File: src/rtl/chan_mux_pkg.sv
// Shared constants for the chan_mux_rr channel multiplexer and its arbiter.
package chan_mux_pkg;

    localparam logic MODE_SEL = 1'b0;
    localparam logic MODE_RR  = 1'b1;

    localparam int MAX_CH = 16;
    typedef logic [$clog2(MAX_CH)-1:0] ch_idx_t;

endpackage

File: src/rtl/chan_mux_rr_if.sv
// Producer/consumer bundle for chan_mux_rr: N input streams, one output stream.
interface chan_mux_rr_if #(
    parameter int N_CH  = 3,
    parameter int WIDTH = 8,
    parameter int CH_W  = $clog2(N_CH)
);

    logic                    mode;
    logic [CH_W-1:0]         sel;
    logic [N_CH*WIDTH-1:0]   in_data;
    logic [N_CH-1:0]         in_valid;
    logic [N_CH-1:0]         in_ready;
    logic [WIDTH-1:0]        out_data;
    logic                    out_valid;
    logic [CH_W-1:0]         out_ch;
    logic                    out_ready;
    logic                    sel_err;

    modport master (
        output mode, sel, in_data, in_valid, out_ready,
        input  in_ready, out_data, out_valid, out_ch, sel_err
    );

    modport slave (
        input  mode, sel, in_data, in_valid, out_ready,
        output in_ready, out_data, out_valid, out_ch, sel_err
    );

endinterface

File: src/rtl/chan_mux_rr_arbiter.sv
// Combinational round-robin arbiter: rotate requests so ptr+1 sits at bit 0,
// find the first set bit, then map the offset back to a channel index.
module rr_arbiter #(
    parameter int N_CH = 3,
    parameter int CH_W = $clog2(N_CH)
) (
    input  logic [N_CH-1:0] req_i,
    input  logic [CH_W-1:0] ptr_i,
    output logic            gnt_valid_o,
    output logic [CH_W-1:0] gnt_idx_o
);

    localparam logic [CH_W:0] N_EXT = (CH_W+1)'(N_CH);

    logic [CH_W:0]     start;
    logic [2*N_CH-1:0] req_dbl;
    logic [N_CH-1:0]   req_rot;
    logic [CH_W:0]     off;
    logic [CH_W:0]     sum;

    // Doubling the vector turns the modulo-N rotate into a plain right shift.
    assign start   = {1'b0, ptr_i} + (CH_W+1)'(1);
    assign req_dbl = {req_i, req_i};
    assign req_rot = N_CH'(req_dbl >> start);

    always_comb begin
        gnt_valid_o = 1'b0;
        off         = '0;
        for (int i = N_CH - 1; i >= 0; i--) begin
            if (req_rot[i]) begin
                gnt_valid_o = 1'b1;
                off         = (CH_W+1)'(i);
            end
        end
        sum = start + off;
        if (sum >= N_EXT) begin
            sum = sum - N_EXT;
        end
        gnt_idx_o = sum[CH_W-1:0];
    end

endmodule

File: src/rtl/chan_mux_rr.sv
// N-channel registered mux with valid/ready on every port; direct-select or
// round-robin grant, one cycle of latency at full throughput.
module chan_mux_rr
    import chan_mux_pkg::*;
#(
    parameter int N_CH  = 3,
    parameter int WIDTH = 8
) (
    input logic          clk,
    input logic          rst_n,
    chan_mux_rr_if.slave bus
);

    localparam int              CH_W    = $clog2(N_CH);
    localparam logic [CH_W:0]   N_EXT   = (CH_W+1)'(N_CH);
    localparam logic [CH_W-1:0] PTR_RST = CH_W'(N_CH - 1);

    logic             out_valid_q, out_valid_d;
    logic [WIDTH-1:0] out_data_q,  out_data_d;
    logic [CH_W-1:0]  out_ch_q,    out_ch_d;
    logic [CH_W-1:0]  ptr_q,       ptr_d;
    logic             sel_err_q,   sel_err_d;

    logic             free;
    logic             sel_legal;
    logic             rr_valid;
    logic [CH_W-1:0]  rr_idx;
    logic             gnt_valid;
    logic [CH_W-1:0]  gnt_idx;
    logic [WIDTH-1:0] gnt_data;

    rr_arbiter #(.N_CH(N_CH), .CH_W(CH_W)) u_arb (
        .req_i       (bus.in_valid),
        .ptr_i       (ptr_q),
        .gnt_valid_o (rr_valid),
        .gnt_idx_o   (rr_idx)
    );

    assign free      = !out_valid_q || bus.out_ready;
    assign sel_legal = {1'b0, bus.sel} < N_EXT;

    // NOTE: every variable gets a default before any branch, so no path can leave one unassigned and infer a latch.
    always_comb begin
        gnt_valid = 1'b0;
        gnt_idx   = '0;
        gnt_data  = '0;
        if (bus.mode == MODE_RR) begin
            gnt_valid = rr_valid;
            gnt_idx   = rr_idx;
        end else if (sel_legal) begin
            gnt_idx = bus.sel;
            for (int k = 0; k < N_CH; k++) begin
                if (bus.sel == CH_W'(k)) gnt_valid = bus.in_valid[k];
            end
        end
        for (int k = 0; k < N_CH; k++) begin
            if (gnt_idx == CH_W'(k)) gnt_data = bus.in_data[k*WIDTH +: WIDTH];
        end
    end

    // Ready is held low during reset even though the empty register looks free.
    always_comb begin
        bus.in_ready = '0;
        for (int k = 0; k < N_CH; k++) begin
            bus.in_ready[k] = rst_n && free && gnt_valid && (gnt_idx == CH_W'(k));
        end
    end

    always_comb begin
        out_valid_d = out_valid_q;
        out_data_d  = out_data_q;
        out_ch_d    = out_ch_q;
        ptr_d       = ptr_q;
        sel_err_d   = (bus.mode == MODE_SEL) && !sel_legal;
        if (free) begin
            out_valid_d = gnt_valid;
            if (gnt_valid) begin
                out_data_d = gnt_data;
                out_ch_d   = gnt_idx;
                if (bus.mode == MODE_RR) ptr_d = gnt_idx;
            end
        end
    end

    // NOTE: state registers use non-blocking assignments so every flop samples pre-edge values.
    always_ff @(posedge clk or negedge rst_n) begin
        if (!rst_n) begin
            out_valid_q <= 1'b0;
            out_data_q  <= '0;
            out_ch_q    <= '0;
            ptr_q       <= PTR_RST;
            sel_err_q   <= 1'b0;
        end else begin
            out_valid_q <= out_valid_d;
            out_data_q  <= out_data_d;
            out_ch_q    <= out_ch_d;
            ptr_q       <= ptr_d;
            sel_err_q   <= sel_err_d;
        end
    end

    assign bus.out_valid = out_valid_q;
    assign bus.out_data  = out_data_q;
    assign bus.out_ch    = out_ch_q;
    assign bus.sel_err   = sel_err_q;

endmodule

File: src/flat_wrapper.sv
// flat-port wrapper written by rule: the top's interface ports become plain ports
module chan_mux_rr_flat import chan_mux_pkg::*;
#(
    parameter int N_CH  = 3,
    parameter int WIDTH = 8
)
  (clk, rst_n, bus_mode, bus_sel, bus_in_data, bus_in_valid, bus_out_ready, bus_in_ready, bus_out_data, bus_out_valid, bus_out_ch, bus_sel_err);
  chan_mux_rr_if #(.N_CH(N_CH), .WIDTH(WIDTH)) bus_i ();
  input logic clk;
  input logic rst_n;
  input wire logic [$bits(bus_i.mode)-1:0] bus_mode;
  input wire logic [$bits(bus_i.sel)-1:0] bus_sel;
  input wire logic [$bits(bus_i.in_data)-1:0] bus_in_data;
  input wire logic [$bits(bus_i.in_valid)-1:0] bus_in_valid;
  input wire logic [$bits(bus_i.out_ready)-1:0] bus_out_ready;
  output wire logic [$bits(bus_i.in_ready)-1:0] bus_in_ready;
  output wire logic [$bits(bus_i.out_data)-1:0] bus_out_data;
  output wire logic [$bits(bus_i.out_valid)-1:0] bus_out_valid;
  output wire logic [$bits(bus_i.out_ch)-1:0] bus_out_ch;
  output wire logic [$bits(bus_i.sel_err)-1:0] bus_sel_err;
  assign bus_i.mode = bus_mode;
  assign bus_i.sel = bus_sel;
  assign bus_i.in_data = bus_in_data;
  assign bus_i.in_valid = bus_in_valid;
  assign bus_i.out_ready = bus_out_ready;
  assign bus_in_ready = bus_i.in_ready;
  assign bus_out_data = bus_i.out_data;
  assign bus_out_valid = bus_i.out_valid;
  assign bus_out_ch = bus_i.out_ch;
  assign bus_sel_err = bus_i.sel_err;
  chan_mux_rr #(.N_CH(N_CH), .WIDTH(WIDTH)) u_core (.clk(clk), .rst_n(rst_n), .bus(bus_i));
endmodule
File: config.mk
export PLATFORM = sky130hd
export DESIGN_NAME = chan_mux_rr_flat
export DESIGN_NICKNAME = d
export VERILOG_FILES = /design/src/rtl/chan_mux_pkg.sv /design/src/rtl/chan_mux_rr_if.sv /design/src/rtl/chan_mux_rr_arbiter.sv /design/src/rtl/chan_mux_rr.sv /design/src/flat_wrapper.sv
export SDC_FILE = /design/constraint.sdc
export NUM_CORES = 1
export LEC_CHECK = 0
export CAP_MARGIN = 20
export CORE_MARGIN = 1.5
export CORE_UTILIZATION = 40
export CTS_CLUSTER_DIAMETER = 30
export DETAILED_ROUTE_END_ITERATION = 12
export HOLD_SLACK_MARGIN = 0.06
export PLACE_DENSITY = 0.75
export SETUP_SLACK_MARGIN = 0.4
export SYNTH_ARGS = -nofsm -noshare
export SYNTH_HDL_FRONTEND = slang
export SYNTH_SLANG_ARGS = --single-unit
File: constraint.sdc
create_clock -name clk -period 4.65 [get_ports clk]
set_input_delay 0.6975 -clock clk [delete_from_list [all_inputs] [get_ports clk]]
set_output_delay 0.6975 -clock clk [all_outputs]
set_load 0.005 [all_outputs]
==> impl_metrics.csv <==
group,metric,value,unit
outcome,status,"finished clean",
clock_tree,cts_tree,"yes",
logic_synthesis,ys_seq_elements,14,
logic_synthesis,synthCells,115,
cells_and_area,final_nets,211,
power_and_ir_drop,powerDensity,711,mW/mm^2
setup_path,reg2reg_slack,1.22,ns
setup_path,r2r_cells,16,
floorplanning,die_w,57.5,um
sta,fmax,240,MHz
cells_and_area,fillers,219,
global_route,grt_use_total,21.8,%
power_and_ir_drop,vdd_drop_max,0.717,mV
cells_and_area,final_cell_area,0.00185,mm^2
power_and_ir_drop,leakage,0.818,nW
sta,worst_slew_pin_slew,0.788,ns
power_and_ir_drop,p_int,0.000744,W
power_and_ir_drop,switching_share,43.5,%
global_route,overflow,0,
floorplanning,die_h,57.5,um
routing,dr.first_iter.drc_count,26,
routing,first_pass_iters,4,
logic_synthesis,yosysUniqueCellTypes,45,
sta,slew_viol_final,0,
floorplanning,rows,19,
routing,via_count,1195,
routing,routed_via_density,5.83,
clock_tree,cts_buffers,3,
setup_path,required,3.95,ns
clock_tree,htreeDepth,1,
logic_synthesis,synth_top_cell_area_share,27.4,%
cells_and_area,areaGrowthSynthToFinish,56.1,%
cells_and_area,multi_input_area,827,um^2
power_and_ir_drop,p_comb_share,77.2,%
global_route,grt_pass1_wl,5.60,mm
cells_and_area,fin_util,66.6,%
cells_and_area,regArea,352,um^2
setup_path,r2r_start,"u_core.ptr_q[0]$_DFFE_PN0P_",
hold_path,min-delay-start,"u_core.bus.out_data[5]$_DFFE_PN0P_",
logic_synthesis,syn-num-nets,151,
setup_path,cp.arrival,3.48,ns
cells_and_area,diodes,0,
logic_synthesis,syn_avg_cell_area,10.3,um^2
floorplanning,start_util,42.6,%
floorplanning,core_area,0.00278,mm^2
sta,rsz0062_at_grt,"yes",
global_route,grt_max_degree,18,
logic_synthesis,synth-async-reset-ratio,100,%
placed_design,hpwl,2.48,mm
routing,wire_per_inst,16.9,um
sta,tns,0,ns
routing,antenna_left,0,
placed_design,post_dp_cell_area,0.00171,mm^2
floorplanning,io_pins,48,
cells_and_area,final_cell_mix,"clkdlybuf4s50_1 (41), buf_4 (14), dfrtp_1 (13)",
hold_path,hold_path_end,"u_core.bus.out_data[5]$_DFFE_PN0P_",
sta,final_hold_viol_count,0,
placed_design,gp_congestion,0.845,
clock_tree,clk_latency,0.29,ns
setup_path,end_kind,"primary output",
setup_path,path_max_fanout,4,
logic_synthesis,synth_area_leader_cell,"dfrtp_1",
logic_synthesis,synth_area_leaders,"dfrtp_1 (27%), o41ai_2 (11%), and3b_1 (5.9%), o31ai_1 (5.7%), a21oi_1 (4.2%)",
global_route,grt_pass1_vias,1205,
routing,finalWirelength,3.46,mm
hold_path,hold_path.class,"reg -> reg",
logic_synthesis,synth_area,0.00119,mm^2
job,maxCapViolCount,0,
power_and_ir_drop,clkPwrFrac,5.7,%
power_and_ir_drop,p_total,0.00132,W
clock_tree,cts.sink_count,14,
setup_path,crit_path_start_kind,"input port",
clock_tree,clk_pin_slew,0.08,ns
logic_synthesis,synth_seq_area_share,29.6,%
clock_tree,cts_root_buffer,"clkbuf_4",
cells_and_area,final_common_cell,"clkdlybuf4s50_1",
sta,slew_headroom,47.3,%
logic_synthesis,yosysWarnings,0,
logic_synthesis,synth-main-ff-cell,"dfrtp_1",
clock_tree,holdBufCountCts,0,
setup_path,crit_type,"in -> out",
cells_and_area,drive_gt1_share,27.6,%
hold_path,holdPathStages,2,
power_and_ir_drop,p_seq_share,17.1,%
sta,finalCriticalPeriod,4.17,ns
power_and_ir_drop,p_switching,0.000572,W
logic_synthesis,synth-edff-count,0,
sta,skew,0.0117,ns
routing,drc_errors,0,
sta,setup_violations,0,
sta,post-route-period-util,89.8,%
setup_path,rr_endpoint,"u_core.bus.out_data[0]$_DFFE_PN0P_",
placed_design,io_buffer_count,47,
global_route,antenna_found_initial,0,
clock_tree,clockBufferDepth,2,
floorplanning,die_area,0.00330,mm^2
per-layer routing:
| layer | vias to the layer above | routed length [um] | global-route usage, % |
|---|---|---|---|
| li1 | 567 | - | - |
| met4 | 0 | 35 | 4.98 |
| met3 | 6 | 187 | 2.72 |
| met2 | 49 | 1710 | 38.1 |
| met1 | 573 | 1520 | 28.6 |
| met5 | - | 0 | 0 |
through the flow:
| stage | setup WS [ns] | std cells | hold WS, ns |
|---|---|---|---|
| finish | 0.476 | 205 | 0.507 |
| global route | 0.355 | 205 | 0.536 |
| CTS | 0.295 | 202 | 0.511 |
| detailed placement | -0.0562 | 194 | 0.493 |
| global placement | 0.0465 | 194 | 0.486 |
| floorplan | 0.733 | 115 | 0.402 |
cell families after synthesis:
logic type | share of synthesized area (%)
mux | 3.90
flops | 29.6
simple gates | 26.1
compound gates | 30.9
fa+ha+maj | 3.80
buf+inv | 5.70
flip-flops by register name (all words and copies together) (netlist names):
signal and flops:
u_core.bus.out_data 8, u_core.bus.out_ch 2, u_core.ptr_q 2, u_core.bus.out_valid 1
u_core.bus.sel_err 1
cells in the mapped netlist, types with 2 or more instances:
| master | n |
|---|---|
| nand2_1 | 3 |
| inv_1 | 3 |
| a21oi_1 | 10 |
| dfrtp_1 | 13 |
| and3b_1 | 8 |
| o211a_1 | 2 |
| o21ai_0 | 2 |
| nor3b_1 | 3 |
| o41ai_2 | 8 |
| mux2i_1 | 2 |
| buf_2 | 4 |
| and4_1 | 2 |
| nor2b_1 | 3 |
| buf_4 | 2 |
| o31ai_1 | 9 |
| ha_1 | 2 |
| nor2_1 | 11 |
worst max-delay path: stages:
cell	delay, ns
dlygate4sd2_1	0.26
nor2b_1	0.14
a22oi_1	0.17
nand2_1	0.06
o21ai_0	0.08
ha_2	0.19
inv_1	0.05
fa_1	0.53
ha_4	0.21
o211a_1	0.24
a311oi_4	0.23
buf_4	0.17
and4_1	0.19
dlygate4sd2_1	0.24
cell type report:
class	count	area share [%]
Clock buffer	4	1.42
Inverter	4	0.946
Multi-Input combinational cell	89	44.7
Sequential cell	14	19.0
Tap cell	31	2.09
Timing Repair Buffer	63	31.9
timing repair:
item,CTS,global route
resized for setup,18,3
buffers inserted,4,3
endpoints found under the setup margin,3,3
pin swaps,8,4
power groups by stage:
| stage | Clock [W] | Combinational, W | Sequential [W] |
|---|---|---|---|
| final | 0.0000746 | 0.00102 | 0.000225 |
| after global placement | 0 | 0.000759 | 0.000224 |
| after global routing | 0.0000783 | 0.00109 | 0.000233 |
| after detailed placement | 0 | 0.000790 | 0.000223 |
| after floorplan | 0 | 0.000520 | 0.000220 |
| after CTS | 0.0000770 | 0.000935 | 0.000225 |
how the worst max path moves through the flow:
stage                    start               to  slack [ns]  cells after the start
3_3_place_gp   bus_in_valid[1]  bus_in_ready[1]        0.05                     11
2_1_floorplan  bus_in_valid[1]  bus_in_ready[1]        0.73                     14
3_5_place_dp   bus_in_valid[1]  bus_in_ready[2]       -0.06                     11
4_1_cts        bus_in_valid[1]  bus_in_ready[2]        0.30                     14
5_1_grt        bus_in_valid[2]  bus_in_ready[2]        0.36                     14
6_report       bus_in_valid[2]  bus_in_ready[2]        0.48                     14
Power figures use the tool's default switching activity.
